## src/rtl/load_store_unit_pkg.sv

```systemverilog
// Shared types, constants and access-geometry helpers for the load/store unit.
package Types;

  localparam int unsigned WORD_BYTES = 4;

  typedef enum logic [1:0] {
    BYTE = 2'b00,
    HALF = 2'b01,
    WORD = 2'b10
  } AccessSize;

  typedef enum logic [1:0] {
    IDLE,
    FIRST,
    SECOND,
    RESP
  } LsuState;

  function automatic logic [2:0] access_bytes(input logic [1:0] size);
    case (size)
      BYTE:    return 3'd1;
      HALF:    return 3'd2;
      default: return 3'd4;
    endcase
  endfunction

  // True when the access runs past the end of its 4-byte word.
  function automatic logic access_crosses(input logic [1:0] size, input logic [1:0] offset);
    return ({1'b0, offset} + access_bytes(size)) > 3'(WORD_BYTES);
  endfunction

endpackage

```

## src/rtl/DataMemoryBus.sv

```systemverilog
// Word-addressed data memory port; read data is combinational from addr.
interface DataMemoryBus;
  logic [31:0] addr;
  logic        wrEnable;
  logic [3:0]  wrMask;
  logic [31:0] wrData;
  logic [31:0] rdData;

  modport master (output addr, wrEnable, wrMask, wrData, input rdData);
  modport slave  (input addr, wrEnable, wrMask, wrData, output rdData);
endinterface

```

## src/rtl/lsu_align.sv

```systemverilog
// Combinational lane steering: store mask/data placement across two beats and
// load extraction with sign or zero extension.
module lsu_align
  import Types::*;
(
  input  logic [1:0]  i_size,
  input  logic        i_unsigned,
  input  logic [1:0]  i_offset,
  input  logic [31:0] i_wdata,
  input  logic [31:0] i_rdata_lo,
  input  logic [31:0] i_rdata_hi,
  output logic [3:0]  o_mask_lo,
  output logic [3:0]  o_mask_hi,
  output logic [31:0] o_wdata_lo,
  output logic [31:0] o_wdata_hi,
  output logic [31:0] o_load_data
);

  logic [5:0]  shamt;
  logic [7:0]  mask_base;
  logic [7:0]  mask_wide;
  logic [63:0] wdata_wide;
  logic [31:0] rdata_shifted;

  assign shamt = {1'b0, i_offset, 3'b000};

  // NOTE: every output of a combinational block gets a value on every path, or a latch is inferred.
  always_comb begin
    mask_base = 8'h0F;
    case (i_size)
      BYTE:    mask_base = 8'h01;
      HALF:    mask_base = 8'h03;
      default: mask_base = 8'h0F;
    endcase
  end

  // Bits shifted past lane 3 become the second beat.
  assign mask_wide     = mask_base << i_offset;
  assign wdata_wide    = {32'h0, i_wdata} << shamt;
  assign rdata_shifted = 32'({i_rdata_hi, i_rdata_lo} >> shamt);

  assign o_mask_lo  = mask_wide[3:0];
  assign o_mask_hi  = mask_wide[7:4];
  assign o_wdata_lo = wdata_wide[31:0];
  assign o_wdata_hi = wdata_wide[63:32];

  always_comb begin
    o_load_data = rdata_shifted;
    case (i_size)
      BYTE:    o_load_data = {{24{~i_unsigned & rdata_shifted[7]}},  rdata_shifted[7:0]};
      HALF:    o_load_data = {{16{~i_unsigned & rdata_shifted[15]}}, rdata_shifted[15:0]};
      default: o_load_data = rdata_shifted;
    endcase
  end

endmodule

```

## src/rtl/load_store_unit.sv

```systemverilog
// Load/store unit: window and size checking, one or two bus beats, held response.
// Define LSU_MISALIGNED_EN to split word-crossing accesses instead of rejecting them.
module load_store_unit
  import Types::*;
#(
  parameter int unsigned BASE = 0,
  parameter int unsigned SIZE = 1024
) (
  input  logic         i_clock,
  input  logic         i_reset,
  input  logic         i_req_valid,
  output logic         o_req_ready,
  input  logic         i_req_write,
  input  logic [1:0]   i_req_size,
  input  logic         i_req_unsigned,
  input  logic [31:0]  i_req_addr,
  input  logic [31:0]  i_req_wdata,
  output logic         o_rsp_valid,
  input  logic         i_rsp_ready,
  output logic [31:0]  o_rsp_rdata,
  output logic         o_rsp_error,
  DataMemoryBus.master bus
);

  LsuState     state_q;
  AccessSize   size_q;
  logic        write_q;
  logic        unsigned_q;
  logic [31:0] addr_q;
  logic [31:0] wdata_q;
  logic [31:0] lo_q;
  logic [31:0] rsp_rdata_q;
  logic        rsp_error_q;

  logic        req_err;
  logic [32:0] req_end;
  logic [32:0] win_end;
  logic [31:0] word_addr;
  logic [31:0] rdata_lo;
  logic [3:0]  mask_lo, mask_hi;
  logic [31:0] wdata_lo, wdata_hi;
  logic [31:0] load_data;
  logic [31:0] rsp_rdata_d;

  // 33-bit sums so a window or access ending at 2^32 cannot wrap.
  assign win_end = 33'(BASE) + 33'(SIZE);
  assign req_end = {1'b0, i_req_addr} + 33'(access_bytes(i_req_size));

  always_comb begin
    req_err = (i_req_size == 2'b11) || (i_req_addr < 32'(BASE)) || (req_end > win_end);
`ifdef LSU_MISALIGNED_EN
    req_err = req_err;
`else
    req_err = req_err || access_crosses(i_req_size, i_req_addr[1:0]);
`endif
  end

  assign word_addr   = {addr_q[31:2], 2'b00};
  assign rdata_lo    = (state_q == SECOND) ? lo_q : bus.rdData;
  assign rsp_rdata_d = write_q ? 32'h0 : load_data;

  lsu_align u_align (
    .i_size      (size_q),
    .i_unsigned  (unsigned_q),
    .i_offset    (addr_q[1:0]),
    .i_wdata     (wdata_q),
    .i_rdata_lo  (rdata_lo),
    .i_rdata_hi  (bus.rdData),
    .o_mask_lo   (mask_lo),
    .o_mask_hi   (mask_hi),
    .o_wdata_lo  (wdata_lo),
    .o_wdata_hi  (wdata_hi),
    .o_load_data (load_data)
  );

  // NOTE: sequential state uses non-blocking assignments so every register samples pre-edge values.
  always_ff @(posedge i_clock or posedge i_reset) begin
    if (i_reset) begin
      state_q     <= IDLE;
      size_q      <= BYTE;
      write_q     <= 1'b0;
      unsigned_q  <= 1'b0;
      addr_q      <= '0;
      wdata_q     <= '0;
      lo_q        <= '0;
      rsp_rdata_q <= '0;
      rsp_error_q <= 1'b0;
    end else begin
      case (state_q)
        IDLE: if (i_req_valid) begin
          write_q    <= i_req_write;
          unsigned_q <= i_req_unsigned;
          addr_q     <= i_req_addr;
          wdata_q    <= i_req_wdata;
          if (req_err) begin
            rsp_rdata_q <= '0;
            rsp_error_q <= 1'b1;
            state_q     <= RESP;
          end else begin
            size_q  <= AccessSize'(i_req_size);
            state_q <= FIRST;
          end
        end
        FIRST: begin
          lo_q <= bus.rdData;
`ifdef LSU_MISALIGNED_EN
          if (access_crosses(size_q, addr_q[1:0])) begin
            state_q <= SECOND;
          end else begin
            rsp_rdata_q <= rsp_rdata_d;
            state_q     <= RESP;
          end
`else
          rsp_rdata_q <= rsp_rdata_d;
          state_q     <= RESP;
`endif
        end
        SECOND: begin
          rsp_rdata_q <= rsp_rdata_d;
          state_q     <= RESP;
        end
        RESP: if (i_rsp_ready) begin
          rsp_rdata_q <= '0;
          rsp_error_q <= 1'b0;
          state_q     <= IDLE;
        end
        default: state_q <= IDLE;
      endcase
    end
  end

  always_comb begin
    bus.addr     = '0;
    bus.wrEnable = 1'b0;
    bus.wrMask   = '0;
    bus.wrData   = '0;
    case (state_q)
      FIRST: begin
        bus.addr     = word_addr;
        bus.wrEnable = write_q;
        bus.wrMask   = write_q ? mask_lo : 4'h0;
        bus.wrData   = write_q ? wdata_lo : 32'h0;
      end
      SECOND: begin
        bus.addr     = word_addr + 32'(WORD_BYTES);
        bus.wrEnable = write_q;
        bus.wrMask   = write_q ? mask_hi : 4'h0;
        bus.wrData   = write_q ? wdata_hi : 32'h0;
      end
      default: ;
    endcase
  end

  assign o_req_ready = (state_q == IDLE);
  assign o_rsp_valid = (state_q == RESP);
  assign o_rsp_rdata = rsp_rdata_q;
  assign o_rsp_error = rsp_error_q;

endmodule

```

## src/flat_wrapper.sv

```systemverilog
// flat-port wrapper written by rule: the top's interface ports become plain ports
module load_store_unit_flat import Types::*;
#(
  parameter int unsigned BASE = 0,
  parameter int unsigned SIZE = 1024
)
  (i_clock, i_reset, i_req_valid, o_req_ready, i_req_write, i_req_size, i_req_unsigned, i_req_addr, i_req_wdata, o_rsp_valid, i_rsp_ready, o_rsp_rdata, o_rsp_error, bus_addr, bus_wrEnable, bus_wrMask, bus_wrData, bus_rdData);
  DataMemoryBus bus_i ();
  input  logic i_clock;
  input  logic i_reset;
  input  logic i_req_valid;
  output logic o_req_ready;
  input  logic i_req_write;
  input  logic [1:0] i_req_size;
  input  logic i_req_unsigned;
  input  logic [31:0] i_req_addr;
  input  logic [31:0] i_req_wdata;
  output logic o_rsp_valid;
  input  logic i_rsp_ready;
  output logic [31:0] o_rsp_rdata;
  output logic o_rsp_error;
  output wire logic [$bits(bus_i.addr)-1:0] bus_addr;
  output wire logic [$bits(bus_i.wrEnable)-1:0] bus_wrEnable;
  output wire logic [$bits(bus_i.wrMask)-1:0] bus_wrMask;
  output wire logic [$bits(bus_i.wrData)-1:0] bus_wrData;
  input wire logic [$bits(bus_i.rdData)-1:0] bus_rdData;
  assign bus_addr = bus_i.addr;
  assign bus_wrEnable = bus_i.wrEnable;
  assign bus_wrMask = bus_i.wrMask;
  assign bus_wrData = bus_i.wrData;
  assign bus_i.rdData = bus_rdData;
  load_store_unit #(.BASE(BASE), .SIZE(SIZE)) u_core (.i_clock(i_clock), .i_reset(i_reset), .i_req_valid(i_req_valid), .o_req_ready(o_req_ready), .i_req_write(i_req_write), .i_req_size(i_req_size), .i_req_unsigned(i_req_unsigned), .i_req_addr(i_req_addr), .i_req_wdata(i_req_wdata), .o_rsp_valid(o_rsp_valid), .i_rsp_ready(i_rsp_ready), .o_rsp_rdata(o_rsp_rdata), .o_rsp_error(o_rsp_error), .bus(bus_i));
endmodule
```

## config.mk

```make
export PLATFORM = sky130hd
export DESIGN_NAME = load_store_unit_flat
export DESIGN_NICKNAME = d
export VERILOG_FILES = /design/src/rtl/load_store_unit_pkg.sv /design/src/rtl/DataMemoryBus.sv /design/src/rtl/lsu_align.sv /design/src/rtl/load_store_unit.sv /design/src/flat_wrapper.sv
export SDC_FILE = /design/constraint.sdc
export NUM_CORES = 1
export LEC_CHECK = 0
export ABC_AREA = 1
export ABC_CLOCK_PERIOD_IN_PS = 3700
export CAP_MARGIN = 25
export CORE_UTILIZATION = 48
export DETAILED_ROUTE_END_ITERATION = 12
export MAX_ROUTING_LAYER = met4
export PLACE_DENSITY = 0.75
export SLEW_MARGIN = 0
export SYNTH_ARGS = -nofsm -noshare
export SYNTH_HDL_FRONTEND = slang
export SYNTH_SLANG_ARGS = --single-unit
```

## constraint.sdc

```tcl
create_clock -name i_clock -period 3.7 [get_ports i_clock]
set_clock_uncertainty 0.05 [all_clocks]
set_input_delay 0.37 -clock i_clock [delete_from_list [all_inputs] [get_ports i_clock]]
set_output_delay 0.37 -clock i_clock [all_outputs]
set_load 0.1 [all_outputs]
```

# Yosys cells after proc, flatten, opt, wreduce, memory -nomap -nowiden

Cells that the tools add are included.

Logic and storage cells: 69
Output and inout port bits: 104
Register bits after elaboration: 135

Bitwise operators: 4
Muxes and demuxes: 25
Add/subtract/negate cells: 3
Equality and inequality tests: 9
Reductions and logical operators: 13
Magnitude comparators: 3
Shift-type cells: 3

Operators with widths:

| cell                                                                              | number |
|---|---|
| 32-bit 2-to-1 mux                                                                 | 7 |
| 32-bit case mux with 2 select lines                                               | 3 |
| 32-bit case mux with 3 select lines                                               | 1 |
| 32-bit by 5-bit << shifter with 64-bit output                                     | 1 |
| 64-bit by 5-bit right shift with 32-bit output                                    | 1 |
| 32-bit by 3-bit adder with 33-bit output                                          | 1 |
| 33-bit by 11-bit greater-than comparator with 1-bit output, second input constant | 1 |
| 32-bit by 3-bit adder with 32-bit output, second input constant                   | 1 |
| 32-bit by 1-bit less-than comparator with 1-bit output, second input constant     | 1 |
| 4-bit case mux with 2 select lines                                                | 2 |
| 4-bit 2-to-1 mux                                                                  | 2 |
| 4-bit by 2-bit << shifter with 8-bit output                                       | 1 |
| 2-bit by 1-bit == test with 1-bit output, second input constant                   | 3 |
| 2-bit == test, second input constant                                              | 3 |
| 2-bit logical NOT                                                                 | 3 |
| 2-bit 2-to-1 mux                                                                  | 3 |
| 2-bit case mux with 3 select lines                                                | 1 |
| 3-bit case mux with 2 select lines                                                | 1 |
| 3-bit AND reduction                                                               | 2 |
| 1-bit 2-to-1 mux                                                                  | 4 |
| 2-bit by 1-bit inequality test with 1-bit output, second input constant           | 2 |
| 2-bit AND reduction                                                               | 2 |
| 4-bit AND reduction                                                               | 1 |
| 2-bit by 3-bit adder with 3-bit output                                            | 1 |
| 8 further kinds                                                                   | 12 |

# Logic depth before layout (Yosys ltp)

Depth after elaboration: 9
Mapped depth: 22

# Hierarchy

Synthesis repeated with hierarchy kept, for this count alone.

Cells, all modules: 1767
Area total of the unflattened synthesis: 10859.2 sq um

Modules (own cells, without submodules):

| module          | cells each | times used | area each (sq um) | sequential area each (sq um) |
|---|---|---|---|---|
| load_store_unit | 1291       | 1          | 8713.4            | 3378.2 |
| lsu_align       | 476        | 1          | 2145.8            | 0.0 |

# Worst setup path before layout

No wires, ideal clock.

Path type: register -> output
Start point: reg u_core.state_q[0]
End point: out bus_wrData[13]
Arrival: 4.023 ns
Path slack: -0.743 ns
Cell stages (with the launch flop): 8
Data required time: 3.280 ns
Cells stage by stage: dfrtp_1 inv_1 ha_1 clkbuf_1 nand2_1 clkinv_1 nand2_1 o21ai_0

Word-level cells in the longest chain between the ends: 2

Ends and longest elaborated chain:

| item                                                                      | line                   | RTL |
|---|---|---|
| from (decl)                                                               | load_store_unit.sv:25  | `LsuState state_q;` |
| from (signal assigned)                                                    | load_store_unit.sv:79  | `state_q <= IDLE;` |
| from (signal assigned)                                                    | load_store_unit.sv:98  | `state_q <= RESP;` |
| from (signal assigned)                                                    | load_store_unit.sv:101 | `state_q <= FIRST;` |
| 2-bit == test or 2-bit by 1-bit == test with 1-bit output (tied branches) | load_store_unit.sv:137 | `case (state_q)` |
| 32-bit case mux with 2 select lines (*)                                   | load_store_unit.sv:137 |  |
| to (decl)                                                                 | flat_wrapper.sv:25     | `output wire logic [$bits(bus_i.wrData)-1:0] bus_wrData;` |

Every way passes the cells marked *; elsewhere a longest branch is shown, timed or not.

# Final worst setup path

Start point: reg u_core.state_q[0]
End point: reg u_core.rsp_rdata_q[3], in the netlist u_core.o_rsp_rdata[3]

Word-level cells in the longest chain between the ends: 6

Ends and longest elaborated chain:

| item                                           | line                                         | RTL |
|---|---|---|
| 2-bit == test                                  | load_store_unit.sv:59, load_store_unit.sv:89 |  |
| 32-bit 2-to-1 mux                              | load_store_unit.sv:59                        | `assign rdata_lo = (state_q == SECOND) ? lo_q : bus.rdData;` |
| 64-bit by 5-bit right shift with 32-bit output | lsu_align.sv:40                              | `assign rdata_shifted = 32'({i_rdata_hi, i_rdata_lo} >> shamt);` |
| 32-bit case mux with 2 select lines            | lsu_align.sv:49                              | `case (i_size)` |
| 32-bit 2-to-1 mux                              | load_store_unit.sv:60                        | `assign rsp_rdata_d = write_q ? 32'h0 : load_data;` |
| 32-bit case mux with 3 select lines            | load_store_unit.sv:89                        | `case (state_q)` |
| to (signal assigned)                           | load_store_unit.sv:114                       | `rsp_rdata_q <= rsp_rdata_d;` |
| to (signal assigned)                           | load_store_unit.sv:119                       | `rsp_rdata_q <= rsp_rdata_d;` |
| to (decl)                                      | load_store_unit.sv:32                        | `logic [31:0] rsp_rdata_q;` |

Parallel ways exist; a longest one is shown, timed or not.
A chain may end at the register's enable or synchronous reset.

==> impl_metrics.csv <==
group,metric,value,unit
status,status,"completed",
synthesis,synth.avg_cell_area,6.44,sq um
synthesis,ys_types,41,
setup_path,cp-start-kind,"flip-flop",
power,pwr-share-clk,0.130,
routing,wire_per_inst,16.7,um
die,die_y,147,um
setup_path,cp_max_fo,13,
clocking,insertion_delay,0.43,ns
routing,drt-met1-wl,14500,um
power,p_leak,0.00639,uW
synthesis,ys.warnings.count,0,
power,power.density,945,nW/um^2
timing,rsz0062_at_grt,"true",
synthesis,yosysTopAreaCellShare,0.333,
synthesis,synth_xor_area_frac,0.00518,
timing,setup_violations,0,
setup_path,critical_path_arrival,3.82,ns
grt,overflow,0,
synthesis,synth_edf_count,0,
synthesis,synthSimpleGateAreaFrac,0.336,
clocking,cts-buffers-inserted,17,
routing,via_count,11200,
timing,worst_slew_pin_slew,1.04,ns
clocking,cts_sinks,135,
die,start_util,0.495,
clocking,clock-root-buffer,"clkbuf_16",
timing,fin_crit_sh,0.948,
die,chipWidth,147,um
setup_path,worstSetupPathType,"flip-flop to flip-flop",
power,p_sw,7420,uW
placement,dpl_cell_area,13200,sq um
die,die_area,21700,sq um
placement,place_congestion,0.955,
setup_path,cp-end-kind,"flip-flop",
synthesis,netlist_area,10200,sq um
routing,routed.top_layer,"met4",
synthesis,synth_top_family_by_area,"simple AND/OR/NAND/NOR gates",
routing,met3WireLength,2030,um
routing,ant_nets,0,
power,p_seq_frac,0.206,
routing,drc_errors,0,
routing,drt-pass1-iter-count,6,
grt,antenna_found_initial,1,
setup_path,cp.required,4.01,ns
cells_and_area,post-route-util,0.672,
cells_and_area,postLayoutCellArea,13800,sq um
power,pwr-share-comb,0.664,
flow_run,cap_violations,0,
synthesis,yosysTopAreaCell,"dfrtp_1",
power,ir_drop,452,uV
placement,dp_hpwl,25500,um
synthesis,synthArstFlopShare,1.00,
routing,wl_met2,15800,um
timing,fmax,285,MHz
grt,grt_pass1_wl,54800,um
timing,max_slew_margin,0.303,
placement,io_buffers,205,
synthesis,ys_top_cells_by_area,"dfrtp_1 33%, nand2_1 16%, o21ai_0 9.6%, inv_1 6.9%, nand3_1 5.0%",
timing,period_minus_slack,3.51,ns
cells_and_area,drive_above_1_share,0.132,
timing,maxSlewViolCount,0,
clocking,cts_tree,"yes",
clocking,h-tree-depth,4,
synthesis,synth.most_common_cell,"nand2_1",
routing,routed_wl,33900,um
synthesis,ys_seq_elements,135,
synthesis,synthMuxAreaShare,0.0166,
die,rows,52,
power,p_sw_frac,0.570,
synthesis,synth_ff_type,"dfrtp_1",
cells_and_area,syn_to_final_growth,35.7,%
hold_path,hp-class,"input port to async pin",
clocking,clk_pin_slew,0.07,ns
grt,grt_max_degree,72,
synthesis,synth_commonest_cells,"442 x nand2_1, 194 x o21ai_0, 187 x inv_1",
cells_and_area,num-nets-final,1864,
synthesis,synth_cells,1577,
timing,hold_viol,0,
synthesis,synth-compound-area-share,0.185,
die,io_pins,208,
power,internal-power,5600,uW
clocking,clock_path_buffers,2,
synthesis,ys_seq_area_frac,0.333,
setup_path,reg2reg_slack,0.19,ns
die,core-area,20500,sq um
routing,avgViaCountPerCell,5.50,
grt,grt_use_total,0.331,
grt,first_global_vias,10700,
routing,drt_iter0_drc,1017,
synthesis,synth_fa_ha_area_frac,0.0143,
-- worst paths after layout --
path                                                         start                                  to  cells after the start
worst max-delay path                 u_core.state_q[0]$_DFFE_PP0P_   u_core.o_rsp_rdata[3]$_DFFE_PP0P_                      8
worst min-delay path                                       i_reset         u_core.lo_q[17]$_DFFE_PP0P_                      2
worst max register to register       u_core.state_q[0]$_DFFE_PP0P_   u_core.o_rsp_rdata[3]$_DFFE_PP0P_                      8
worst min register to register  u_core.o_rsp_rdata[30]$_DFFE_PP0P_  u_core.o_rsp_rdata[30]$_DFFE_PP0P_                      2
max in group asynchronous                                  i_reset       u_core.addr_q[24]$_DFFE_PP0P_                      3
min in group i_clock            u_core.o_rsp_rdata[30]$_DFFE_PP0P_  u_core.o_rsp_rdata[30]$_DFFE_PP0P_                      2
-- metal layers --
layer | vias to the layer above | global-route usage
li1 | 5471 | -
met1 | 5189 | 0.417
met2 | 433 | 0.521
met3 | 93 | 0.0497
met4 | 0 | 0.160
met5 | - | -
-- cells by family after synthesis --
kind of cell             Yosys count
buffers and inverters            279
multiplexers                      15
AO/OA/AOI/OAI                    344
flip-flops                       135
XOR/XNOR                           6
other                              1
adder cells (fa/ha/maj)           11
AND/OR/NAND/NOR                  786
-- power by group through the flow --
stage	Clock, uW	Combinational (uW)	Sequential (uW)
5_1_grt	1770	9210	2770
3_3_place_gp	0	8440	2660
4_1_cts	1700	8580	2670
6_report	1690	8640	2690
2_1_floorplan	0	5190	3410
3_5_place_dp	0	8550	2680
-- metrics by stage --
stage          setup slack, ns  std cells  setup TNS, ns  hold WS, ns  power [uW]
6_report                 0.191       2032              0        0.280       13000
5_1_grt                -0.0763       2032        -0.0763        0.312       13800
4_1_cts                  0.230       2029              0        0.297       13000
3_5_place_dp            0.0446       1998              0        0.421       11200
3_3_place_gp             0.111       1998              0        0.409       11100
2_1_floorplan           -0.248       1578          -1.89        0.398        8600
-- sequential cells by signal, indices dropped and copies added, names as in the netlist --
signal	cells
u_core.state_q	2
u_core.wdata_q	32
u_core.o_rsp_error	1
u_core.addr_q	32
u_core.write_q	1
u_core.o_rsp_rdata	32
u_core.unsigned_q	1
u_core.lo_q	32
u_core.size_q	2
-- cell type report --
class,instances,area [sq um]
Antenna cell,1,2.50
Inverter,196,739
Multi-Input combinational cell,1164,5800
Tap cell,270,338
Sequential cell,135,3380
Clock buffer,18,429
Timing Repair Buffer,235,2950
Clock inverter,13,149
Fill cell,1819,6710
-- layout by cell type (no fill, tap or decap), types with 4 or more instances in the layout --
cell	n
nand3_1	101
o221ai_1	11
clkinv_4	4
o21ai_0	192
nand2_2	33
o211ai_1	20
buf_12	67
buf_4	31
nor2_4	4
a221oi_1	4
nand3b_1	21
o21ai_1	4
nor3_1	17
clkinvlp_4	4
a21oi_2	19
nor2_2	10
nand2_1	441
clkbuf_16	17
a21oi_1	72
or2_2	5
clkdlybuf4s50_1	137
clkinv_1	7
nor2_1	128
nor4_1	4
a211oi_1	8
mux2_2	15
inv_1	186
nand4_1	14
ha_1	9
dfrtp_1	134
xor2_1	5
-- worst max-delay path: stages, from the launching register on --
cell and delay [ns]:
dfrtp_1 0.44, inv_1 0.11, ha_1 0.61, clkinv_1 0.17, nor2_1 0.81, clkinv_1 0.51, a211oi_1 0.52, nand3_1 0.14
nand2_1 0.09
-- repair_timing --
item	CTS	global route
buffers inserted	0	2
resized for setup	0	4
setup endpoints to repair	0	4
hold buffers	0	0
Power figures use the tool's default switching activity.
